==> src/rtl/fetch_stage_if.sv <==
// Instruction-memory request/response bundle between the fetch stage and imem.
interface fetch_stage_if;
  logic        req;
  logic [31:0] addr;
  logic        ready;
  logic [31:0] rdata;

  modport master (output req, output addr, input ready, input rdata);
  modport slave  (input req, input addr, output ready, output rdata);
endinterface

==> src/rtl/fetch_stage.sv <==
// Instruction fetch stage with IF/ID register, one-entry skid buffer,
// delayed (delay-slot) branch/jump redirect and immediate eret/exception flush.
module fetch_stage #(
  parameter logic [31:0] RESET_PC   = 32'h0000_3000,
  parameter logic [31:0] EXC_VECTOR = 32'h0000_4180
) (
  input  logic                clk,
  input  logic                reset,
  input  logic                stall,
  input  logic                Branch,
  input  logic [1:0]          Jump,
  input  logic [31:0]         PC_Beq,
  input  logic [31:0]         PC_J,
  input  logic [31:0]         PC_Jr,
  input  logic                eret,
  input  logic [31:0]         EPC,
  input  logic                exc_req,
  fetch_stage_if.master       imem,
  output logic [31:0]         instr,
  output logic [31:0]         PC4,
  output logic [31:0]         PC8,
  output logic                valid_d,
  output logic                adel
);

  typedef enum logic [1:0] {S_IDLE = 2'd0, S_FETCH = 2'd1, S_HOLD = 2'd2} state_t;

  state_t      state_q, state_d;
  logic [31:0] pc_q, pc_d;
  logic [31:0] instr_q, instr_d;
  logic [31:0] pc4_q, pc4_d;
  logic [31:0] pc8_q, pc8_d;
  logic        valid_q, valid_d_int;
  logic        adel_q, adel_d;
  logic        pend_q, pend_d;
  logic [31:0] tgt_q, tgt_d;
  logic [31:0] buf_word_q, buf_word_d;
  logic [31:0] buf_pc_q, buf_pc_d;

  // Misaligned PCs never reach memory; they "complete" instantly with a zero word.
  logic        misaligned;
  logic        complete;
  logic        flush;
  logic        capture;
  logic [31:0] cap_tgt;
  logic [31:0] fetched_word;
  logic [31:0] seq_next_pc;

  assign misaligned   = |pc_q[1:0];
  assign complete     = (state_q == S_FETCH) && (misaligned || imem.ready);
  assign flush        = exc_req | eret;
  assign capture      = valid_q && !stall && ((Jump == 2'b01) || (Jump == 2'b10) || Branch);
  assign cap_tgt      = (Jump == 2'b01) ? PC_J : (Jump == 2'b10) ? PC_Jr : PC_Beq;
  assign fetched_word = misaligned ? 32'h0 : imem.rdata;
  // A redirect seen this cycle is newer than one already pending.
  assign seq_next_pc  = capture ? cap_tgt : (pend_q ? tgt_q : pc_q + 32'd4);

  // State register
  always_ff @(posedge clk) begin
    if (!reset) state_q <= S_IDLE;
    else        state_q <= state_d;
  end

  // Next-state logic: flush always lands in FETCH
  always_comb begin
    state_d = state_q;
    if (flush) begin
      state_d = S_FETCH;
    end else begin
      case (state_q)
        S_IDLE:  state_d = S_FETCH;
        S_FETCH: if (complete && stall) state_d = S_HOLD;
        S_HOLD:  if (!stall) state_d = S_FETCH;
        default: state_d = S_IDLE;
      endcase
    end
  end

  // Memory port outputs: request only from FETCH with an aligned PC
  always_comb begin
    imem.req  = (state_q == S_FETCH) && !misaligned;
    imem.addr = pc_q;
  end

  // Datapath next values: PC, redirect bookkeeping, skid buffer, IF/ID
  always_comb begin
    pc_d        = pc_q;
    instr_d     = instr_q;
    pc4_d       = pc4_q;
    pc8_d       = pc8_q;
    valid_d_int = valid_q;
    adel_d      = adel_q;
    pend_d      = pend_q;
    tgt_d       = tgt_q;
    buf_word_d  = buf_word_q;
    buf_pc_d    = buf_pc_q;
    if (flush) begin
      pc_d        = exc_req ? EXC_VECTOR : EPC;
      instr_d     = 32'h0;
      valid_d_int = 1'b0;
      adel_d      = 1'b0;
      pend_d      = 1'b0;
    end else begin
      if (capture) begin
        tgt_d  = cap_tgt;
        pend_d = 1'b1;
      end
      case (state_q)
        S_FETCH: begin
          if (complete) begin
            pc_d   = seq_next_pc;
            pend_d = 1'b0;
            if (stall) begin
              buf_word_d = fetched_word;
              buf_pc_d   = pc_q;
            end else begin
              instr_d     = fetched_word;
              pc4_d       = pc_q + 32'd4;
              pc8_d       = pc_q + 32'd8;
              valid_d_int = 1'b1;
              adel_d      = misaligned;
            end
          end else if (!stall) begin
            instr_d     = 32'h0;
            valid_d_int = 1'b0;
            adel_d      = 1'b0;
          end
        end
        S_HOLD: begin
          if (!stall) begin
            instr_d     = buf_word_q;
            pc4_d       = buf_pc_q + 32'd4;
            pc8_d       = buf_pc_q + 32'd8;
            valid_d_int = 1'b1;
            adel_d      = |buf_pc_q[1:0];
          end
        end
        default: ;
      endcase
    end
  end

  // Datapath registers
  always_ff @(posedge clk) begin
    if (!reset) begin
      pc_q       <= RESET_PC;
      instr_q    <= 32'h0;
      pc4_q      <= 32'h0;
      pc8_q      <= 32'h0;
      valid_q    <= 1'b0;
      adel_q     <= 1'b0;
      pend_q     <= 1'b0;
      tgt_q      <= 32'h0;
      buf_word_q <= 32'h0;
      buf_pc_q   <= 32'h0;
    end else begin
      pc_q       <= pc_d;
      instr_q    <= instr_d;
      pc4_q      <= pc4_d;
      pc8_q      <= pc8_d;
      valid_q    <= valid_d_int;
      adel_q     <= adel_d;
      pend_q     <= pend_d;
      tgt_q      <= tgt_d;
      buf_word_q <= buf_word_d;
      buf_pc_q   <= buf_pc_d;
    end
  end

  assign instr   = instr_q;
  assign PC4     = pc4_q;
  assign PC8     = pc8_q;
  assign valid_d = valid_q;
  assign adel    = adel_q;

endmodule
==> src/flat_wrapper.sv <==
// flat-port wrapper written by rule: the top's interface ports become plain ports
module fetch_stage_flat 
#(
  parameter logic [31:0] RESET_PC   = 32'h0000_3000,
  parameter logic [31:0] EXC_VECTOR = 32'h0000_4180
)
  (clk, reset, stall, Branch, Jump, PC_Beq, PC_J, PC_Jr, eret, EPC, exc_req, instr, PC4, PC8, valid_d, adel, imem_req, imem_addr, imem_ready, imem_rdata);
  fetch_stage_if imem_i ();
  input  logic clk;
  input  logic reset;
  input  logic stall;
  input  logic Branch;
  input  logic [1:0] Jump;
  input  logic [31:0] PC_Beq;
  input  logic [31:0] PC_J;
  input  logic [31:0] PC_Jr;
  input  logic eret;
  input  logic [31:0] EPC;
  input  logic exc_req;
  output logic [31:0] instr;
  output logic [31:0] PC4;
  output logic [31:0] PC8;
  output logic valid_d;
  output logic adel;
  output wire logic [$bits(imem_i.req)-1:0] imem_req;
  output wire logic [$bits(imem_i.addr)-1:0] imem_addr;
  input wire logic [$bits(imem_i.ready)-1:0] imem_ready;
  input wire logic [$bits(imem_i.rdata)-1:0] imem_rdata;
  assign imem_req = imem_i.req;
  assign imem_addr = imem_i.addr;
  assign imem_i.ready = imem_ready;
  assign imem_i.rdata = imem_rdata;
  fetch_stage #(.RESET_PC(RESET_PC), .EXC_VECTOR(EXC_VECTOR)) u_core (.clk(clk), .reset(reset), .stall(stall), .Branch(Branch), .Jump(Jump), .PC_Beq(PC_Beq), .PC_J(PC_J), .PC_Jr(PC_Jr), .eret(eret), .EPC(EPC), .exc_req(exc_req), .imem(imem_i), .instr(instr), .PC4(PC4), .PC8(PC8), .valid_d(valid_d), .adel(adel));
endmodule
==> config.mk <==
export PLATFORM = sky130hd
export DESIGN_NAME = fetch_stage_flat
export DESIGN_NICKNAME = d
export VERILOG_FILES = /design/src/rtl/fetch_stage_if.sv /design/src/rtl/fetch_stage.sv /design/src/flat_wrapper.sv
export SDC_FILE = /design/constraint.sdc
export NUM_CORES = 1
export LEC_CHECK = 0
export ABC_AREA = 1
export ABC_CLOCK_PERIOD_IN_PS = 7210
export CAP_MARGIN = 20
export CORE_ASPECT_RATIO = 1.4
export CORE_MARGIN = 4
export CORE_UTILIZATION = 55
export DETAILED_ROUTE_END_ITERATION = 8
export HOLD_SLACK_MARGIN = 0.06
export PLACE_DENSITY = 0.88
export SETUP_SLACK_MARGIN = 0.02
export SYNTH_ARGS = -nofsm -noshare
export SYNTH_HDL_FRONTEND = slang
export SYNTH_SLANG_ARGS = --single-unit
==> constraint.sdc <==
create_clock -name clk -period 7.21 [get_ports clk]
set_clock_uncertainty 0.2 [all_clocks]
set_input_delay 1.0815 -clock clk [delete_from_list [all_inputs] [get_ports clk]]
set_output_delay 1.0815 -clock clk [all_outputs]
set_load 0.05 [all_outputs]
---- Word-level counts from Yosys, hierarchy flattened ----
Cells that the tools add are included.
storage, ports and cells
  bits in registers ....................... 229
  word-level logic and storage cells ...... 92
  input port bits ......................... 169
  output and inout bits ................... 131
operators by class
  reduce and logical (&&, ||, !) cells .... 25
  muxes and demuxes ....................... 37
  add/sub/neg operators ................... 4
  equal/unequal tests ..................... 11
  bitwise operators ....................... 3
operators by type and width
  kind                                                    count
  2-to-1 mux 32 bit                                       19
  case mux 32 bit (2 select lines)                        3
  adder 32 x 3 -> 32 bit (second input constant)          2
  adder 32 x 4 -> 32 bit (second input constant)          2
  2-to-1 mux 1 bit                                        10
  AND reduction 2 bit                                     5
  inequality test 3 x 2 -> 1 bit (second input constant)  3
  inequality test 2 bit (second input constant)           3
  case mux 2 bit (3 select lines)                         1
  nonzero test 2 bit                                      3
  OR reduction 2 bit                                      3
  logical AND 1 bit                                       5
  AND reduction 5 bit                                     1
  equality test 2 x 1 -> 1 bit (second input constant)    2
  equality test 2 bit (second input constant)             2
  2-to-1 mux 2 bit                                        2
  case mux 1 bit (2 select lines)                         2
  AND reduction 4 bit                                     1
  logical OR 1 bit                                        3
  AND reduction 3 bit                                     1
  zero test 1 bit                                         2
  zero test 2 bit                                         1
  inequality test 2 x 1 -> 1 bit (second input constant)  1
  NOT 1 bit                                               2
  OR 1 bit                                                1

---- Longest topological paths before layout ----
Gate-level depths: netlist of the first run.
  depth after elaboration ................. 8
  gate-level depth with buffers ........... 17
  gate-level depth less buffers ........... 14

---- Worst setup path after synthesis of the first run ----
OpenSTA, ideal clock, no wires.
  path type ............................... register to output
  start point ............................. register u_core.pc_q[1], in the netlist u_core.imem.addr[1]
  end point ............................... output imem_req
  data required time ...................... 5.928 ns
  cell stages (with the launch flop) ...... 5
  setup slack ............................. 4.082 ns
  arrival time ............................ 1.846 ns
  path through ............................ dfxtp_1 nor2_4 clkinv_1 clkbuf_1 nor2_1
between the ends
  longest elaborated chain between the ends .. 3
ends and longest elaborated chain
  what                    RTL line            RTL
  start, declared         fetch_stage.sv:29   logic [31:0] pc_q, pc_d;
  start signal, assigned  fetch_stage.sv:157  pc_q <= pc_d;
  OR reduction 2 bit      fetch_stage.sv:49   assign misaligned = |pc_q[1:0];
  zero test 1 bit         fetch_stage.sv:81   imem.req = (state_q == S_FETCH) && !misaligned;
  logical AND 1 bit       fetch_stage.sv:81
  end, declared           flat_wrapper.sv:25  output wire logic [$bits(imem_i.req)-1:0] imem_req;
No other way between the ends.

---- Worst setup path in the final report of the first run ----
  start point ............................. register u_core.state_q[0]
  end point ............................... register u_core.pc4_q[20], in the netlist u_core.PC4[20]
between the ends
  longest elaborated chain between the ends .. 4
  elaborated cells on any way between the ends .. 9
ends and longest elaborated chain
  what                                             RTL line                               RTL
  start, declared                                  fetch_stage.sv:28                      state_t state_q, state_d;
  start signal, assigned                           fetch_stage.sv:61                      else state_q <= state_d;
  equality test 2 x 1 -> 1 bit                     fetch_stage.sv:50, fetch_stage.sv:108
  logical AND 1 bit                                fetch_stage.sv:50                      assign complete = (state_q == S_FETCH) && (misaligned || imem.ready);
  inequality test 2 x 1 -> 1 bit (no source line)  n/a
  AND reduction 5 bit (no source line)             n/a
  end signal, assigned                             fetch_stage.sv:159                     pc4_q <= pc4_d;
  end, declared                                    fetch_stage.sv:31                      logic [31:0] pc4_q, pc4_d;
Several ways; a longest one is shown, not always the timed one.
A chain may end at the register's enable or synchronous reset.

==> flow_metrics.tcl, run 1 <==
set metrics [dict create \
    outcome "finished, final reports clean" \
    hpwl_um 39660 \
    synthMuxAreaShare_pct 1.293 \
    grt_pass1_vias 14940 \
    drcViolationCount 0 \
    row_count 66 \
    fill_cells 1956 \
    cts_tree "done" \
    root_buffer "sky130_fd_sc_hd__clkbuf_16" \
    ys_async_sr_fraction_pct 0 \
    grt_pass1_wl_um 80770 \
    post_synth.cell_area_avg_um2 6.226 \
    timing.critical_path.arrival_ps 4970 \
    post_route_cells_drive_above_1_share_pct 4.713 \
    period_minus_slack_ps 4739 \
    setup-violations-final 0 \
    fmax_mhz 211.0 \
    pin_count_of_the_biggest_net_entering_global_routing 87 \
    port-buffer-count 299 \
    power_per_cell_area_nw_per_um2 189.0 \
    timing_worst_slew_pin_value_ps 1012 \
    area_share_of_the_largest_cell_type_after_synthesis_pct 34.52 \
    worstSkewPairLatency_ps 530 \
    layout_commonest_cell "sky130_fd_sc_hd__nand2_1" \
    final_hold_viol_count 0 \
    hold_path_class "flop to flop" \
    number_of_hold_repair_buffers_added_at_the_cts_stage 0 \
    p_total_mw 3.193 \
    leakage_nw 6.685 \
    synth.distinct_cells 46 \
    maxSlewHeadroom_pct 32.52 \
    antenna_violations_before_repair 1 \
    ys_seq_elements 227 \
    timing.critical_path.from_type "flop" \
    final_design_area_no_fill_um2 16900 \
    place_area_um2 16100 \
    crit_path_max_fanout 43 \
    floorplan.core_area_um2 23370 \
    io-pin-count 300 \
    drt_first_iter_violations 1776 \
    synth_fa_ha_area_share_pct 1.046 \
    synth_top_family_by_area "simple AND/OR/NAND/NOR gates" \
    htree_levels 1 \
    setup.worst_path.class "flop to flop" \
    synth-simple-area-share_pct 31.83 \
    postCtsResizedCells 0 \
    reg2reg_setup_slack_ps 2470 \
    groute.usage.overall_pct 38.21 \
    number_of_enable_flip_flop_cells_after_synthesis 0 \
    rsz0062_at_grt "false" \
    overflow 0 \
    fin_crit_sh_pct 65.72 \
    ir_worst_vdd_mv 0.1879 \
    area_taken_by_multi_input_logic_gates_um2 7371 \
    fp.dieH_um 191.0 \
    netlist.top_cell.by_area "sky130_fd_sc_hd__dfxtp_1" \
    cts-buffers-inserted 24 \
    final_nets 2518 \
    endpoint_kind "flop" \
    mostFrequentLayoutCells "514 x sky130_fd_sc_hd__nand2_1, 356 x sky130_fd_sc_hd__nor2_1, 298 x sky130_fd_sc_hd__clkdlybuf4s50_1" \
    synth_compound_area_share_pct 20.36 \
    floorplan.initialDensity_pct 56.32 \
    syn_inst 2114 \
    synth-seq-area-share_pct 34.52 \
    slew_viol_final 0 \
    postRouteWirelength_um 53300 \
    post_synth_xor_area_fraction_pct 1.397 \
    numClockSinks 227 \
    drv.max_cap_violation_count 0 \
    post_synth_instance_area_um2 13160 \
    postCtsSetupBuffers 0 \
    finalWeightedCongestion 1.039 \
    die_w_um 138.7 \
    wl_per_cell_um 20.02 \
    viasPerCell 5.848 \
    ys_warn_count 0 \
    drt.antenna.violating_nets 0 \
    detailedRoute.firstPassIterationCount 8 \
    net_count_of_the_mapped_netlist 2294 \
    via_count 15570 \
    synth_flop_cell "sky130_fd_sc_hd__dfxtp_1" \
    totalNegativeSetupSlack_ps 0 \
    layout-area-overhead-vs-synth_pct 28.39 \
    die_area_um2 26510 \
    critical_path_required_ps 7440 \
    number_of_buffers_on_the_longest_clock_path 3 \
    area_contributors_post_synth "sky130_fd_sc_hd__dfxtp_1 35%, sky130_fd_sc_hd__nand2_1 15%, sky130_fd_sc_hd__nor2_1 10%" \
    area.sequential_um2 4544 \
    clkTransAtPathRegs_ps 60 \
]
stage by stage:
step	setup slack (ps)	std cells	util, %	hold WS [ps]
finish	2471	2662	72.32	264.4
global route	2152	2662	72.32	284.3
CTS	2573	2661	72.30	266.0
detailed placement	2587	2618	68.90	256.0
global placement	2691	2616	68.77	247.9
floorplan	4082	2114	-	241.3
layout make-up:
class                           count  share of cell area [%]
Clock inverter                     13                  0.7256
Timing Repair Buffer              311                   18.30
Inverter                          189                   4.205
Sequential cell                   227                   26.89
Tap cell                          306                   2.265
Multi-Input combinational cell   1585                   43.61
Antenna cell                        1                 0.01481
Clock buffer                       30                   3.983
cell usage after synthesis (14+ instances only):
| library cell | number |
|---|---|
| sky130_fd_sc_hd__a21oi_1 | 223 |
| sky130_fd_sc_hd__a31oi_1 | 14 |
| sky130_fd_sc_hd__buf_2 | 25 |
| sky130_fd_sc_hd__clkbuf_1 | 67 |
| sky130_fd_sc_hd__dfxtp_1 | 227 |
| sky130_fd_sc_hd__inv_1 | 176 |
| sky130_fd_sc_hd__mux2i_1 | 17 |
| sky130_fd_sc_hd__nand2_1 | 514 |
| sky130_fd_sc_hd__nand2_2 | 14 |
| sky130_fd_sc_hd__nand3_1 | 113 |
| sky130_fd_sc_hd__nor2_1 | 358 |
| sky130_fd_sc_hd__o211ai_1 | 30 |
| sky130_fd_sc_hd__o21ai_0 | 208 |
cells by family (layout without fill, tap and decap cells):
logic type / count (synthesis) / in the layout
other cells: 0 / 1
fa+ha+maj: 11 / 11
mux: 17 / 17
flops: 227 / 227
buf+inv: 302 / 543
xor+xnor: 21 / 21
compound gates: 500 / 500
simple gates: 1036 / 1036
sequential cells by signal, indices dropped and copies added, names as in the netlist:
register and cells:
u_core.instr 32, u_core.adel 1, u_core.valid_d 1, u_core.buf_word_q 32, u_core.pend_q 1, u_core.PC8 32, u_core.tgt_q 32, u_core.imem.addr 32
u_core.PC4 30, u_core.state_q 2, u_core.buf_pc_q 32
metal layers:
layer  share of wire, %  up-vias  track usage, %
li1                   -     7284               -
met1                 34     7055           41.29
met2                 49      988           67.95
met3                8.0      241           5.480
met4                8.7        0           28.09
met5                  0        -               0
power by group:
group	switching, mW	leakage (nW)	total [mW]	internal, mW
clock	0.550	0.383	1.25	0.705
combinational	0.371	4.46	0.584	0.214
sequential	0.0626	1.84	1.35	1.29
total	0.983	6.69	3.19	2.21
worst paths after layout:
check	startpoint	endpoint	depth (start not counted)
worst min-delay path	u_core.buf_word_q[21]	u_core.buf_word_q[21]	2
worst max-delay path	u_core.state_q[0]	u_core.PC4[20]	12
worst max register to register	u_core.state_q[0]	u_core.PC4[20]	12
worst min register to register	u_core.buf_word_q[21]	u_core.buf_word_q[21]	2
critical path: stages, from the launching register on:
cell	delay, ps
sky130_fd_sc_hd__dfxtp_1	350
sky130_fd_sc_hd__inv_1	120
sky130_fd_sc_hd__ha_1	840
sky130_fd_sc_hd__inv_2	330
sky130_fd_sc_hd__nand2_1	160
sky130_fd_sc_hd__nand2_2	390
sky130_fd_sc_hd__inv_2	620
sky130_fd_sc_hd__o211ai_4	350
sky130_fd_sc_hd__inv_2	450
sky130_fd_sc_hd__buf_4	460
sky130_fd_sc_hd__o21ai_0	160
sky130_fd_sc_hd__nor2_1	130
sky130_fd_sc_hd__nor2_1	40
No activity file was read; power rests on OpenSTA's default activity.
==> run 2: changes to the inputs <==
--- a/config.mk
+++ b/config.mk
@@ -6,14 +6,14 @@
 export NUM_CORES = 1
 export LEC_CHECK = 0
 export ABC_AREA = 1
-export ABC_CLOCK_PERIOD_IN_PS = 7210
+export ABC_CLOCK_PERIOD_IN_PS = 4400
 export CAP_MARGIN = 20
 export CORE_ASPECT_RATIO = 1.4
 export CORE_MARGIN = 4
-export CORE_UTILIZATION = 55
+export CORE_UTILIZATION = 51
 export DETAILED_ROUTE_END_ITERATION = 8
 export HOLD_SLACK_MARGIN = 0.06
-export PLACE_DENSITY = 0.88
+export PLACE_DENSITY = 0.83
 export SETUP_SLACK_MARGIN = 0.02
 export SYNTH_ARGS = -nofsm -noshare
 export SYNTH_HDL_FRONTEND = slang
==> constraint.sdc (replaced) <==
create_clock -name clk -period 4.4 [get_ports clk]
set_clock_uncertainty 0.2 [all_clocks]
set_input_delay 0.66 -clock clk [delete_from_list [all_inputs] [get_ports clk]]
set_output_delay 0.66 -clock clk [all_outputs]
set_load 0.05 [all_outputs]
==> run 2 against run 1 <==
Net effect:
- critical path depth decreased by 8
- core utilization down 5.3 points
- global-route usage decreased by 1.6 points
- count of clock-buffer cells in the layout decreased by 2
- highest routed layer unchanged
- die area up 7.4%
- register-to-register slack lost 1400 ps
==> flow_metrics.tcl, run 2 (same netlist as run 1, synthesis figures left out) <==
set metrics [dict create \
    cts_tree "done" \
    place_area_um2 16180 \
    wl_met1_um 19000 \
    ir_worst_vdd_mv 0.3294 \
    pin_count_of_the_biggest_net_entering_global_routing 107 \
    grt_pass1_wl_um 81020 \
    io-pin-count 300 \
    overflow 0 \
    htree_levels 1 \
    final_cell_count_no_fill 2684 \
    critical_path_required_ps 3540 \
    finalWeightedCongestion 0.9922 \
    fmax_mhz 294.5 \
    endpoint_kind "output port" \
    post_route_cells_drive_above_1_share_pct 5.034 \
    totalNegativeSetupSlack_ps 0 \
    via_count 15280 \
    mostFrequentLayoutCells "514 x sky130_fd_sc_hd__nand2_1, 356 x sky130_fd_sc_hd__nor2_1, 298 x sky130_fd_sc_hd__clkdlybuf4s50_1" \
    slew_viol_final 0 \
    timing_worst_slew_pin_value_ps 1075 \
    routed-wl-met2_um 26180 \
    postCtsSetupBuffers 0 \
    timing.critical_path.from_type "flop" \
    drt.antenna.violating_nets 0 \
    cp_cell_sequence "nor2_4, clkinv_1, nor2_1, clkdlybuf4s50_1" \
    timing.critical_path.arrival_ps 2540 \
    critical-path-max-stage-delay_ps 880 \
    numClockSinks 227 \
    hpwl_um 40670 \
    outcome "finished, final reports clean" \
    met3_wire_length_um 3910 \
    slowest_stage "sky130_fd_sc_hd__clkdlybuf4s50_1" \
    rsz0062_at_grt "false" \
    die_w_um 143.8 \
    crit_path_max_fanout 16 \
    row_count 69 \
    number_of_buffers_on_the_longest_clock_path 3 \
    setup.worst_path.class "flop to output port" \
    drt_first_iter_violations 1207 \
    leakage_nw 6.734 \
    layout-area-overhead-vs-synth_pct 29.15 \
    dr.max_layer_used "met4" \
    worstSkewPairLatency_ps 550 \
    drv.max_cap_violation_count 0 \
    number_of_hold_repair_buffers_added_at_the_cts_stage 0 \
    grt_pass1_vias 14670 \
    postRouteWirelength_um 53930 \
    hold_path_class "flop to flop" \
    p_total_mw 5.302 \
    cts-buffers-inserted 24 \
    fp.dieH_um 198.1 \
    clkTransAtPathRegs_ps 70 \
    die_area_um2 28480 \
    fin_crit_sh_pct 77.19 \
    viasPerCell 5.693 \
    port-buffer-count 299 \
    wl_per_cell_um 20.09 \
    setup-violations-final 0 \
    floorplan.initialDensity_pct 51.86 \
    power_per_cell_area_nw_per_um2 311.9 \
    final_design_area_no_fill_um2 17000 \
    final_hold_viol_count 0 \
    detailedRoute.firstPassIterationCount 6 \
    drcViolationCount 0 \
    antenna_violations_before_repair 0 \
    postCtsResizedCells 0 \
    groute.usage.overall_pct 36.60 \
    post-place-cells 2640 \
    maxSlewHeadroom_pct 28.31 \
    period_minus_slack_ps 3396 \
    final_nets 2527 \
    layout_commonest_cell "sky130_fd_sc_hd__nand2_1" \
    root_buffer "sky130_fd_sc_hd__clkbuf_16" \
    floorplan.core_area_um2 25380 \
]
run 2: cell count changes in the layout (fill, tap and decap cells not counted):
cell,delta
sky130_fd_sc_hd__buf_4,+10
sky130_fd_sc_hd__clkbuf_8,-3
sky130_fd_sc_hd__buf_8,-2
sky130_fd_sc_hd__bufinv_16,+2
sky130_fd_sc_hd__buf_12,+1
sky130_fd_sc_hd__clkbuf_1,+1
sky130_fd_sc_hd__clkinv_2,+1
sky130_fd_sc_hd__inv_6,-1
run 2: layer usage:
layer  GRT usage (%)  up-vias
met4           26.94        0
li1                -     7313
met5               0        -
met2           63.00      769
met3           5.581      203
met1           40.31     6996
run 2: area by class of cell:
type,instances,area [um^2]
clock inverter,15,178.9
sequential,227,4544
inverter,189,710.7
timing repair buffer,320,3158
multi-input combinational,1585,7371
clock buffer,28,635.6
fill,2276,8382
tap,319,399.1
antenna,1,2.502
run 2: critical path, delay by kind of cell, from the launching register on:
family | cells | cell delay (ps)
flip-flops | 1 | 420
AND/OR/NAND/NOR | 2 | 540
buffers and inverters | 2 | 1050
run 2: per-stage QoR:
step | utilization, % | worst slack (ps) | hold WS [ps]
2_1_floorplan | - | 1694 | 241.3
3_3_place_gp | 63.76 | 912.1 | 248.4
3_5_place_dp | 63.76 | 871.6 | 255.5
4_1_cts | 66.97 | 1042 | 265.2
5_1_grt | 66.97 | 832.3 | 293.0
6_report | 66.98 | 1004 | 266.4
run 2: path summary, 6_finish.rpt:
kind | start | end | slack [ps] | depth (start not counted)
max | u_core.imem.addr[1] | imem_req | 1000 | 4
min | u_core.tgt_q[6] | u_core.tgt_q[6] | 270 | 2
max reg2reg | u_core.state_q[0] | u_core.PC4[20] | 1080 | 12
min reg2reg | u_core.tgt_q[6] | u_core.tgt_q[6] | 270 | 2
run 2: report_power, final:
group | internal, mW | switching [mW]
clock network | 1.22 | 0.900
logic | 0.354 | 0.608
registers | 2.12 | 0.103
total | 3.69 | 1.61
==> run 3: changes to the inputs <==
--- a/config.mk
+++ b/config.mk
@@ -6,7 +6,7 @@
 export NUM_CORES = 1
 export LEC_CHECK = 0
 export ABC_AREA = 1
-export ABC_CLOCK_PERIOD_IN_PS = 4400
+export ABC_CLOCK_PERIOD_IN_PS = 3400
 export CAP_MARGIN = 20
 export CORE_ASPECT_RATIO = 1.4
 export CORE_MARGIN = 4
==> constraint.sdc (replaced) <==
create_clock -name clk -period 3.4 [get_ports clk]
set_clock_uncertainty 0.2 [all_clocks]
set_input_delay 0.51 -clock clk [delete_from_list [all_inputs] [get_ports clk]]
set_output_delay 0.51 -clock clk [all_outputs]
set_load 0.05 [all_outputs]
==> run 3 against run 2 <==
Net effect:
- register-to-register slack worse by 640 ps
- critical path depth up 9
- highest routed layer unchanged
- first-iteration DRC count up 2.5%
- worst setup slack worse by 570 ps
- largest power group unchanged
- non-clock buffer count up 22
- critical path type is now flop to flop
- die area unchanged
- hold slack worse by 0.58 ps
- final area up 1.4%
==> flow_metrics.tcl, run 3 (same netlist as run 1, synthesis figures left out) <==
set metrics [dict create \
    outcome "finished, final reports clean" \
    postCtsSetupBuffers 0 \
    slew_viol_final 0 \
    period_minus_slack_ps 2963 \
    clkTransAtPathRegs_ps 70 \
    critical_path_required_ps 3670 \
    timing.critical_path.arrival_ps 3230 \
    setup.worst_path.end "u_core.PC8[25]" \
    slowest_stage "sky130_fd_sc_hd__dfxtp_1" \
    number_of_hold_repair_buffers_added_at_the_cts_stage 0 \
    path_delay_family "simple AND/OR/NAND/NOR gates" \
    rsz0062_at_grt "false" \
    finalWeightedCongestion 1.034 \
    timing_worst_slew_pin_value_ps 955.8 \
    reg2reg_setup_slack_ps 440 \
    hold_path_class "flop to flop" \
    timing.rr.end "u_core.PC8[25]" \
    maxSlewHeadroom_pct 36.19 \
    area.sequential_um2 4544 \
    floorplan.core_area_um2 25380 \
    worst-r2r-cell-count 13 \
    setup-violations-final 0 \
    hpwl_um 41330 \
    critical-path-max-stage-delay_ps 410 \
    port-buffer-count 299 \
    row_count 69 \
    critical_path_depth_in_cells 13 \
    postCtsResizedCells 0 \
    regToRegStartpoint "u_core.state_q[0]" \
    endpoint_kind "flop" \
    power_per_cell_area_nw_per_um2 401.0 \
    mostFrequentLayoutCells "514 x sky130_fd_sc_hd__nand2_1, 356 x sky130_fd_sc_hd__nor2_1, 297 x sky130_fd_sc_hd__clkdlybuf4s50_1" \
    final_design_area_no_fill_um2 17250 \
    root_buffer "sky130_fd_sc_hd__clkbuf_16" \
    postRouteWirelength_um 55000 \
    die_area_um2 28480 \
    io-pin-count 300 \
    fp.dieH_um 198.1 \
    viasPerCell 5.700 \
    cts_tree "done" \
    drcViolationCount 0 \
    pre_cts_ws_ps 412.1 \
    numClockSinks 227 \
    overflow 0 \
    number_of_buffers_on_the_longest_clock_path 3 \
    final_nets 2549 \
    layout-area-overhead-vs-synth_pct 31.02 \
    critical_path_buf_inv_count 3 \
    groute.usage.overall_pct 37.25 \
    final_cell_count_no_fill 2705 \
    floorplan.initialDensity_pct 51.86 \
    drt.antenna.violating_nets 0 \
    detailedRoute.firstPassIterationCount 5 \
    antenna_violations_before_repair 0 \
    timing.critical_path.from_type "flop" \
    final_hold_viol_count 0 \
    cp_cell_sequence "inv_1, ha_1, buf_4, o21ai_2, ha_1, inv_1, nor2_2, nand2_2, nor2_4, nand2_1, nand2_1, nand2_1, a21oi_2" \
    area_taken_by_multi_input_logic_gates_um2 7371 \
    drv.max_cap_violation_count 0 \
    p_total_mw 6.916 \
    layout_setup_ws_ps 437.3 \
    fill_cells 2318 \
    place_area_um2 16420 \
    leakage_nw 6.880 \
    totalNegativeSetupSlack_ps 0 \
    drt_first_iter_violations 1237 \
    fmax_mhz 337.5 \
    die_w_um 143.8 \
    ir_worst_vdd_mv 0.6011 \
    pin_count_of_the_biggest_net_entering_global_routing 107 \
    setup.worst_path.class "flop to flop" \
    n_antenna_cell 0 \
    post_route_cells_drive_above_1_share_pct 5.784 \
    htree_levels 1 \
    final_util_pct 67.94 \
    layout_commonest_cell "sky130_fd_sc_hd__nand2_1" \
    grt_pass1_wl_um 82560 \
    crit_path_start "u_core.state_q[0]" \
    post-place-cells 2662 \
    timing.hold.ws_ps 265.8 \
    fin_crit_sh_pct 87.14 \
    cts-buffers-inserted 24 \
    wl_per_cell_um 20.33 \
    critical_path.most_common_cell "sky130_fd_sc_hd__nand2_1" \
    worstSkewPairLatency_ps 540 \
    crit_path_max_fanout 8 \
    via_count 15420 \
    grt_pass1_vias 15120 \
]
## run 3: cell count changes in the layout (fill, tap and decap cells not counted), moves of 3 or more
| cell | before | now |
|---|---|---|
| sky130_fd_sc_hd__buf_12 | 1 | 7 |
| sky130_fd_sc_hd__clkbuf_8 | 2 | 5 |
| sky130_fd_sc_hd__clkinvlp_4 | 4 | 1 |
| sky130_fd_sc_hd__buf_4 | 20 | 37 |
| sky130_fd_sc_hd__clkinv_2 | 6 | 3 |
| sky130_fd_sc_hd__clkbuf_1 | 2 | 6 |
## run 3: worst register-to-register path, stage by stage (launching register included)
cell and delay, ps:
sky130_fd_sc_hd__dfxtp_1 410, sky130_fd_sc_hd__inv_1 120, sky130_fd_sc_hd__ha_1 330, sky130_fd_sc_hd__buf_4 220, sky130_fd_sc_hd__o21ai_2 220, sky130_fd_sc_hd__ha_1 180, sky130_fd_sc_hd__inv_1 80, sky130_fd_sc_hd__nor2_2 260
sky130_fd_sc_hd__nand2_2 180, sky130_fd_sc_hd__nor2_4 220, sky130_fd_sc_hd__nand2_1 70, sky130_fd_sc_hd__nand2_1 60, sky130_fd_sc_hd__nand2_1 160, sky130_fd_sc_hd__a21oi_2 170
## run 3: power breakdown
group          switching (mW)  internal (mW)  total (mW)  leakage (nW)
logic                   0.792          0.478        1.27          4.64
registers               0.127           2.74        2.87          1.84
clock network            1.13           1.64        2.78         0.401
total                    2.05           4.86        6.92          6.88
## run 3: worst min-delay path by stage
stage                                  to  cells after the start             startpoint  slack (ps)
floorplan           u_core.buf_word_q[18]                      2  u_core.buf_word_q[18]         240
global placement    u_core.buf_word_q[13]                      2  u_core.buf_word_q[13]         250
detailed placement   u_core.buf_word_q[0]                      2   u_core.buf_word_q[0]         260
CTS                  u_core.buf_word_q[0]                      2   u_core.buf_word_q[0]         260
global route         u_core.buf_word_q[0]                      2   u_core.buf_word_q[0]         280
finish               u_core.buf_word_q[0]                      2   u_core.buf_word_q[0]         270
## run 3: layout make-up
type                            count  share of cell area [%]
Clock buffer                       35                   4.012
Clock inverter                      8                  0.7691
Inverter                          189                   4.121
Multi-Input combinational cell   1585                   42.74
Sequential cell                   227                   26.35
Tap cell                          319                   2.314
Timing Repair Buffer              342                   19.69
## run 3: layer usage
layer / GRT usage [%] / part of all wire, %
met4: 27.32 / 8.9
met1: 40.21 / 34
met2: 65.01 / 49
met3: 5.847 / 7.2
met5: 0 / 0
